File: src/rtl/usram_pipe_reg.sv
// Enabled pipeline register with synchronous active-low clear.
//   CLK    : rising-edge clock
//   SRST_N : synchronous clear, active low (wins over EN)
//   EN     : load enable
//   D / Q  : data in / registered data out
module usram_pipe_reg #(
    parameter int WIDTH = 13
) (
    input  logic             CLK,
    input  logic             SRST_N,
    input  logic             EN,
    input  logic [WIDTH-1:0] D,
    output logic [WIDTH-1:0] Q
);
    logic [WIDTH-1:0] q_reg;

    always_ff @(posedge CLK) begin
        if (!SRST_N) begin
            q_reg <= '0;
        end else if (EN) begin
            q_reg <= D;
        end
    end

    assign Q = q_reg;
endmodule

File: config.mk
export PLATFORM = sky130hd
export DESIGN_NAME = usram_pipe_reg
export DESIGN_NICKNAME = d
export VERILOG_FILES = /design/src/rtl/usram_pipe_reg.sv
export SDC_FILE = /design/constraint.sdc
export NUM_CORES = 1
export LEC_CHECK = 0
export CAP_MARGIN = 5
export CORE_MARGIN = 8
export CORE_UTILIZATION = 32
export DETAILED_ROUTE_END_ITERATION = 16
export HOLD_SLACK_MARGIN = 0.05
export PLACE_DENSITY = 0.71
export SLEW_MARGIN = 20
export SYNTH_ARGS = -nofsm -noshare
export SYNTH_HDL_FRONTEND = slang
export SYNTH_SLANG_ARGS = --single-unit
export TNS_END_PERCENT = 10
File: constraint.sdc
create_clock -name CLK -period 0.9 [get_ports CLK]
set_clock_uncertainty 0.15 [all_clocks]
set_input_delay 0.225 -clock CLK [delete_from_list [all_inputs] [get_ports CLK]]
set_output_delay 0.225 -clock CLK [all_outputs]
set_load 0.05 [all_outputs]
# --- Word level (Yosys, flattened, before mapping) ---
# Index checks and enable logic that the tools add are counted.
word_totals:
  output_inout_bits: 13
  ff_bits: 13

# --- Depth between registers and ports, before layout ---
# Gate-level depths: netlist of the first run.
logic_depth:
  depth_word: 0
  ltp_mapped: 4

# --- Worst setup path before layout of the first run ---
# No wires, ideal clock.
synth_path:
  path_kind: "flip-flop to flip-flop"
  from: "register Q[0] (netlist name)"
  to: "register q_reg[0] (netlist: Q[0])"
  setup_slack_ns: -0.153
  path_stages_with_launch: 3
  path_buffers: 0
  t_required_ns: 0.684
  t_arrival_ns: 0.838
  synth_period_minus_slack_ns: 1.053
  cell_sequence: "dfxtp_1 > mux2i_1 > nor2b_1"
synth_lines:
  columns: ["item", "line_no", "rtl"]
  rows:
  - ["end signal: assignment", "19", "q_reg <= '0;"]
  - ["end signal: assignment", "21", "q_reg <= D;"]
  - ["end: declaration", "15", "logic [WIDTH-1:0] q_reg;"]

# --- Final worst setup path of the first run ---
layout_path:
  from: "register q_reg[3] (netlist: Q[3])"
  to: "output Q[3]"
layout_lines:
  columns: ["item", "line_no", "rtl"]
  rows:
  - ["end: declaration", "13", "output logic [WIDTH-1:0] Q"]
# No word-level cell between the ends.

==> impl_metrics.env, run 1 <==
export IMPL_outcome="finished with violations"
export IMPL_violations="setup timing"
export IMPL_antenna_found_initial=0
export IMPL_multi_input_comb_area_sq_um=211
export IMPL_cts_setup_buffers=0
export IMPL_drt_total_wl_mm=1.26
export IMPL_syn_area_sq_um=507
export IMPL_start_kind="register"
export IMPL_rsz0062_at_grt="true"
export IMPL_synth_top_family_by_area="multiplexers"
export IMPL_htreeDepth=1
export IMPL_yosysWarnings=0
export IMPL_dpl_cell_count=85
export IMPL_crit_start="Q[3]"
export IMPL_slowest_stage="dfxtp_4"
export IMPL_hold_depth=3
export IMPL_track_usage_pct=8.83
export IMPL_final_nets=91
export IMPL_drive_above_1_share_pct=44.6
export IMPL_synth_compound_area_share_pct=0
export IMPL_initial_utilization_pct=34.0
export IMPL_coreArea_sq_um=1490
export IMPL_period_share_pct=127
export IMPL_worst_path_stages=1
export IMPL_crit_fanout=2
export IMPL_grt_pass1_wl_mm=2.28
export IMPL_crit_required_ps=520
export IMPL_clkLatencyLatePin_ps=270
export IMPL_crit_type="register to output port"
export IMPL_firstDrtPassIters=1
export IMPL_portBuffers=28
export IMPL_slew_viol_final=0
export IMPL_timing_setup_tns_ps=-3080
export IMPL_area_growth_pct=97.3
export IMPL_total_power_mw=1.43
export IMPL_die_h_um=55.8
export IMPL_yosysTopAreaCellShare_pct=51.4
export IMPL_max_vdd_ir_drop_uv=814
export IMPL_grt_max_degree=14
export IMPL_synthMuxAreaShare_pct=25.7
export IMPL_placedInstanceArea_sq_um=932
export IMPL_ff2ff_setup_slack_ps=100
export IMPL_hp_start="SRST_N"
export IMPL_worst_r2r_cell_count=2
export IMPL_dr_first_iter_drc_count=0
export IMPL_switching_share_pct=28.0
export IMPL_clock_sinks=13
export IMPL_hold_slack_ps=293
export IMPL_p_sw_uw=401
export IMPL_drc_errors=0
export IMPL_first_global_vias=453
export IMPL_maxCapViolations=0
export IMPL_vias_per_cell=4.42
export IMPL_gp_congestion=0.644
export IMPL_hp_class="input pin to register"
export IMPL_synth_net_count=58
export IMPL_synthCells=42
export IMPL_tightest_slew_ps=151
export IMPL_layout_cells_non_filler=90
export IMPL_end_kind="output port"
export IMPL_die_area_sq_um=3110
export IMPL_drtAntennaViolNets=0
export IMPL_max_slew_margin_pct=89.7
export IMPL_dp_hpwl_um=958
export IMPL_gr_total_overflow=0
export IMPL_die_w_um=55.8
export IMPL_r2r_start="Q[4]"
export IMPL_synth_seq_area_share_pct=51.4
export IMPL_synthXorXnorAreaFrac_pct=0
export IMPL_p_leak_nw=0.426
export IMPL_worst_slack_ps=-247
export IMPL_io_pins=29
export IMPL_finalSetupViolCount=13
export IMPL_max_stage_delay_ps=360
export IMPL_avgSynthCellArea_sq_um=12.1
export IMPL_p_comb_share_pct=30.2
export IMPL_rows=14
export IMPL_ys_ff_latch=13
export IMPL_ff_latch_area_sq_um=279
export IMPL_cp_cell_sequence="buf_12"
export IMPL_path_clk_slew_ps=70
export IMPL_cts_tree="done"
export IMPL_fmax_ghz=0.872
export IMPL_largest_reg_flops=13
export IMPL_p_seq_share_pct=45.4
export IMPL_final_min_clock_period_ps=1150
export IMPL_fin_util_pct=67.1
export IMPL_synthAdderAreaFrac_pct=0
export IMPL_vias=398
export IMPL_synthDistinctLibCells=6
export IMPL_wl_per_cell_um=14.0
export IMPL_timing_rr_end="Q[4]"
export IMPL_crit_arrival_ps=770
export IMPL_root_buffer="clkbuf_4"
export IMPL_critPathBufInv=1
export IMPL_cp_endpoint="Q[3]"
export IMPL_p_int_mw=1.03
export IMPL_path_delay_family="flip-flops"
export IMPL_ys_top_cells_by_area="dfxtp_1 (51%), mux2i_1 (26%), nor2b_1 (16%)"
export IMPL_synthSimpleGateAreaFrac_pct=16.0
export IMPL_powerDensity_nw_per_um2=1430
export IMPL_pwr_share_clk_pct=24.4
export IMPL_synth_largest_area_cell="dfxtp_1"
export IMPL_antenna_cells=0
export IMPL_finalHoldViolCount=0
export IMPL_clk_path_buf_depth=2
export IMPL_fill_cells=116
export IMPL_numCtsBuffers=3
export IMPL_pre_cts_ws_ps=-542
export IMPL_final_cell_area_sq_um=1000
worst min-delay path by stage:
stage / endpoint / slack [ps]
after global routing: Q[8] / 310
after floorplan: Q[0] / 200
after CTS: Q[11] / 290
after detailed placement: Q[0] / 390
final: Q[1] / 290
after global placement: Q[0] / 380
cells in the mapped netlist:
| library cell | count |
|---|---|
| nor2b_1 | 13 |
| mux2i_1 | 13 |
| clkbuf_1 | 1 |
| dfxtp_1 | 13 |
| buf_12 | 1 |
| buf_6 | 1 |
kinds of logic (layout without fill, tap and decap cells):
| logic type | after synthesis | in the layout |
|---|---|---|
| multiplexers | 13 | 13 |
| buffers and inverters | 3 | 35 |
| AND/OR/NAND/NOR | 13 | 13 |
| flip-flops | 13 | 13 |
power groups by stage:
| stage | Combinational [mW] | Clock (mW) | Sequential (mW) |
|---|---|---|---|
| floorplan | 0.0858 | 0 | 0.759 |
| global placement | 0.417 | 0 | 0.658 |
| detailed placement | 0.421 | 0 | 0.660 |
| CTS | 0.440 | 0.361 | 0.653 |
| global route | 0.457 | 0.380 | 0.655 |
| finish | 0.433 | 0.350 | 0.651 |
routing by layer:
layer | vias to the layer above | track usage (%) | wire [um]
met5 | - | 0 | 0
met4 | 0 | 3.17 | 14
met3 | 2 | 5.48 | 191
met2 | 21 | 12.8 | 588
met1 | 174 | 10.2 | 466
li1 | 201 | - | -
tightest hold or removal path: stages:
cell and delay [ps]:
dlygate4sd2_1 200, buf_6 130, nor2b_1 120
final cells by class:
class                      instances  share of cell area (%)
clock buffer                       4                    2.63
multi-input combinational         26                    21.2
sequential                        13                    27.9
tap                               16                    2.00
timing repair buffer              31                    46.3
timing repair:
action / CTS / global route
resized for setup: 17 / 3
hold buffers: 0 / 0
gates cloned: 1 / 0
setup endpoints to repair: 26 / 22
hold endpoints to repair: 0 / 0
cell usage in the layout (no fill, tap or decap):
master,synthesis,routed
clkbuf_4,0,3
buf_6,1,1
mux2i_1,13,13
dfxtp_2,0,12
nor2b_1,13,13
dfxtp_4,0,1
dlygate4sd2_1,0,1
clkdlybuf4s50_1,0,13
buf_2,0,1
buf_16,0,1
clkbuf_1,1,1
buf_12,1,14
(Power assumes the default switching activity.)
==> run 2, diff against run 1 <==
--- a/config.mk
+++ b/config.mk
@@ -5,9 +5,10 @@
 export SDC_FILE = /design/constraint.sdc
 export NUM_CORES = 1
 export LEC_CHECK = 0
+export ABC_AREA = 1
 export CAP_MARGIN = 5
-export CORE_MARGIN = 8
-export CORE_UTILIZATION = 32
+export CORE_MARGIN = 3
+export CORE_UTILIZATION = 33
 export DETAILED_ROUTE_END_ITERATION = 16
 export HOLD_SLACK_MARGIN = 0.05
 export PLACE_DENSITY = 0.71
==> run 2 against run 1 <==
Against the previous run: the run still ends with setup timing left; global-route usage grew 3.1 points; critical path type unchanged; via count grew 31%; sequential share of layout area shrank 0.38 points; worst setup slack better by 1.3 ps; clock power decreased by 1%; synthesized area increased by 7.7%.
==> impl_metrics.env, run 2 <==
export IMPL_synthCells=82
export IMPL_end_kind="output port"
export IMPL_violations="setup timing"
export IMPL_cts_tree="done"
export IMPL_synth_seq_area_share_pct=47.7
export IMPL_fmax_ghz=0.873
export IMPL_finalHoldViolCount=0
export IMPL_grt_max_degree=27
export IMPL_dr_first_iter_drc_count=3
export IMPL_numCtsBuffers=3
export IMPL_synthDistinctLibCells=6
export IMPL_start_kind="register"
export IMPL_crit_fanout=2
export IMPL_die_w_um=46.7
export IMPL_track_usage_pct=11.9
export IMPL_crit_required_ps=520
export IMPL_antenna_found_initial=0
export IMPL_finalSetupViolCount=26
export IMPL_drtAntennaViolNets=0
export IMPL_yosysTopAreaCellShare_pct=47.7
export IMPL_wl_per_cell_um=8.71
export IMPL_synth_async_reset_ratio_pct=0
export IMPL_critPathBufInv=1
export IMPL_final_min_clock_period_ps=1150
export IMPL_worst_slack_ps=-245
export IMPL_rsz0062_at_grt="true"
export IMPL_initial_utilization_pct=35.8
export IMPL_outcome="finished with violations"
export IMPL_first_global_vias=465
export IMPL_synth_net_count=98
export IMPL_clk_path_buf_depth=2
export IMPL_gr_total_overflow=0
export IMPL_max_slew_margin_pct=92.9
export IMPL_slowest_stage="dfxtp_4"
export IMPL_cp_cell_sequence="buf_12"
export IMPL_powerDensity_nw_per_um2=1470
export IMPL_maxCapViolations=0
export IMPL_gp_congestion=0.598
export IMPL_slew_viol_final=0
export IMPL_antenna_cells=0
export IMPL_clock_sinks=13
export IMPL_path_delay_family="flip-flops"
export IMPL_p_leak_nw=0.509
export IMPL_htreeDepth=1
export IMPL_hold_slack_ps=340
export IMPL_cts_setup_buffers=0
export IMPL_yosysWarnings=0
export IMPL_ys_ff_latch=13
export IMPL_synthTopCellsByCount="nand2_1 (26), nor2_1 (26), dfxtp_1 (13), inv_1 (13), buf_6 (3)"
export IMPL_area_growth_pct=85.8
export IMPL_avgSynthCellArea_sq_um=6.65
export IMPL_syn_area_sq_um=546
export IMPL_crit_type="register to output port"
export IMPL_synth_largest_area_cell="dfxtp_1"
export IMPL_rows=14
export IMPL_tightest_slew_ps=107
export IMPL_coreArea_sq_um=1520
export IMPL_crit_arrival_ps=770
export IMPL_hp_class="register to register"
export IMPL_final_nets=130
export IMPL_vias_per_cell=4.05
export IMPL_period_share_pct=127
export IMPL_max_vdd_ir_drop_uv=905
export IMPL_layout_common_cells="nor2_1 (26), nand2_1 (26), clkdlybuf4s50_1 (14), buf_12 (14), inv_1 (13)"
export IMPL_drt_total_wl_mm=1.12
export IMPL_dp_hpwl_um=903
export IMPL_root_buffer="clkbuf_4"
export IMPL_largest_reg_flops=13
export IMPL_die_h_um=46.7
export IMPL_firstDrtPassIters=4
export IMPL_pre_cts_ws_ps=-433
export IMPL_grt_pass1_wl_mm=1.81
export IMPL_die_area_sq_um=2180
export IMPL_ys_top_cells_by_area="dfxtp_1 (48%), nand2_1 (18%), nor2_1 (18%)"
export IMPL_clkLatencyLatePin_ps=260
export IMPL_vias=522
export IMPL_drive_above_1_share_pct=28.3
export IMPL_layout_cells_non_filler=129
export IMPL_portBuffers=28
export IMPL_synth_edff_count=0
export IMPL_dpl_cell_count=125
export IMPL_path_clk_slew_ps=80
export IMPL_ys_flop_type="dfxtp_1"
export IMPL_io_pins=29
export IMPL_fill_cells=135
export IMPL_max_stage_delay_ps=360
export IMPL_drc_errors=0
-- run 2: cell types whose count changed after synthesis --
| cell | change |
|---|---|
| nor2_1 | +26 |
| nand2_1 | +26 |
| mux2i_1 | -13 |
| inv_1 | +13 |
| buf_12 | -1 |
| clkbuf_1 | -1 |
| buf_4 | +1 |
| nor2b_1 | -13 |
| buf_6 | +2 |
-- run 2: cell type report --
class	count	area [sq um]	area share, %
timing repair buffer	31	444	43.8
multi-input combinational	52	195	19.3
clock buffer	4	26.3	2.59
inverter	13	48.8	4.81
tap	16	20.0	1.98
sequential	13	279	27.5
-- run 2: routing by layer --
metal / vias up / routed length (um) / share of wire [%] / global-route usage, %
li1: 293 / - / - / -
met5: - / 0 / 0 / 0
met4: 0 / 8 / 0.71 / 3.31
met3: 2 / 111 / 9.9 / 4.69
met1: 209 / 469 / 42 / 14.0
met2: 18 / 533 / 47 / 20.1
-- run 2: power breakdown --
| part | internal [mW] | switching, mW | total (mW) |
|---|---|---|---|
| sequential | 0.623 | 0.0428 | 0.666 |
| combinational | 0.250 | 0.228 | 0.478 |
| clock | 0.171 | 0.175 | 0.346 |
-- run 2: worst min-delay path: cells and delay by family, from the launching register on --
family           cells  cell delay, ps
AND/OR/NAND/NOR      2             130
flip-flops           1             340
-- run 2: per-stage QoR --
step	power [mW]	TNS, ps	instance area, sq um	utilization, %
detailed placement	1.15	-5430	972	63.8
finish	1.49	-3500	1010	66.5
floorplan	0.890	-1800	548	-
global placement	1.15	-5180	972	63.8
global route	1.57	-4130	1010	66.5
CTS	1.51	-3540	1010	66.3
-- run 2: what timing repair did --
| action | in CTS | in global routing |
|---|---|---|
| setup endpoints to repair | 26 | 26 |
| resized for setup | 12 | 1 |
| hold buffers | 0 | 0 |
-- run 2: cell families after synthesis --
logic type / after synthesis / share of synthesized area, %
buffers and inverters: 17 / 16.5
flip-flops: 13 / 47.7
AND/OR/NAND/NOR: 52 / 35.8
-- run 2: final timing paths --
check / start / endpoint / slack (ps) / cells after the start
max: Q[10] / Q[10] / -250 / 1
min: Q[9] / Q[9] / 340 / 2
max reg2reg: Q[10] / Q[10] / 140 / 2
min reg2reg: Q[9] / Q[9] / 340 / 2
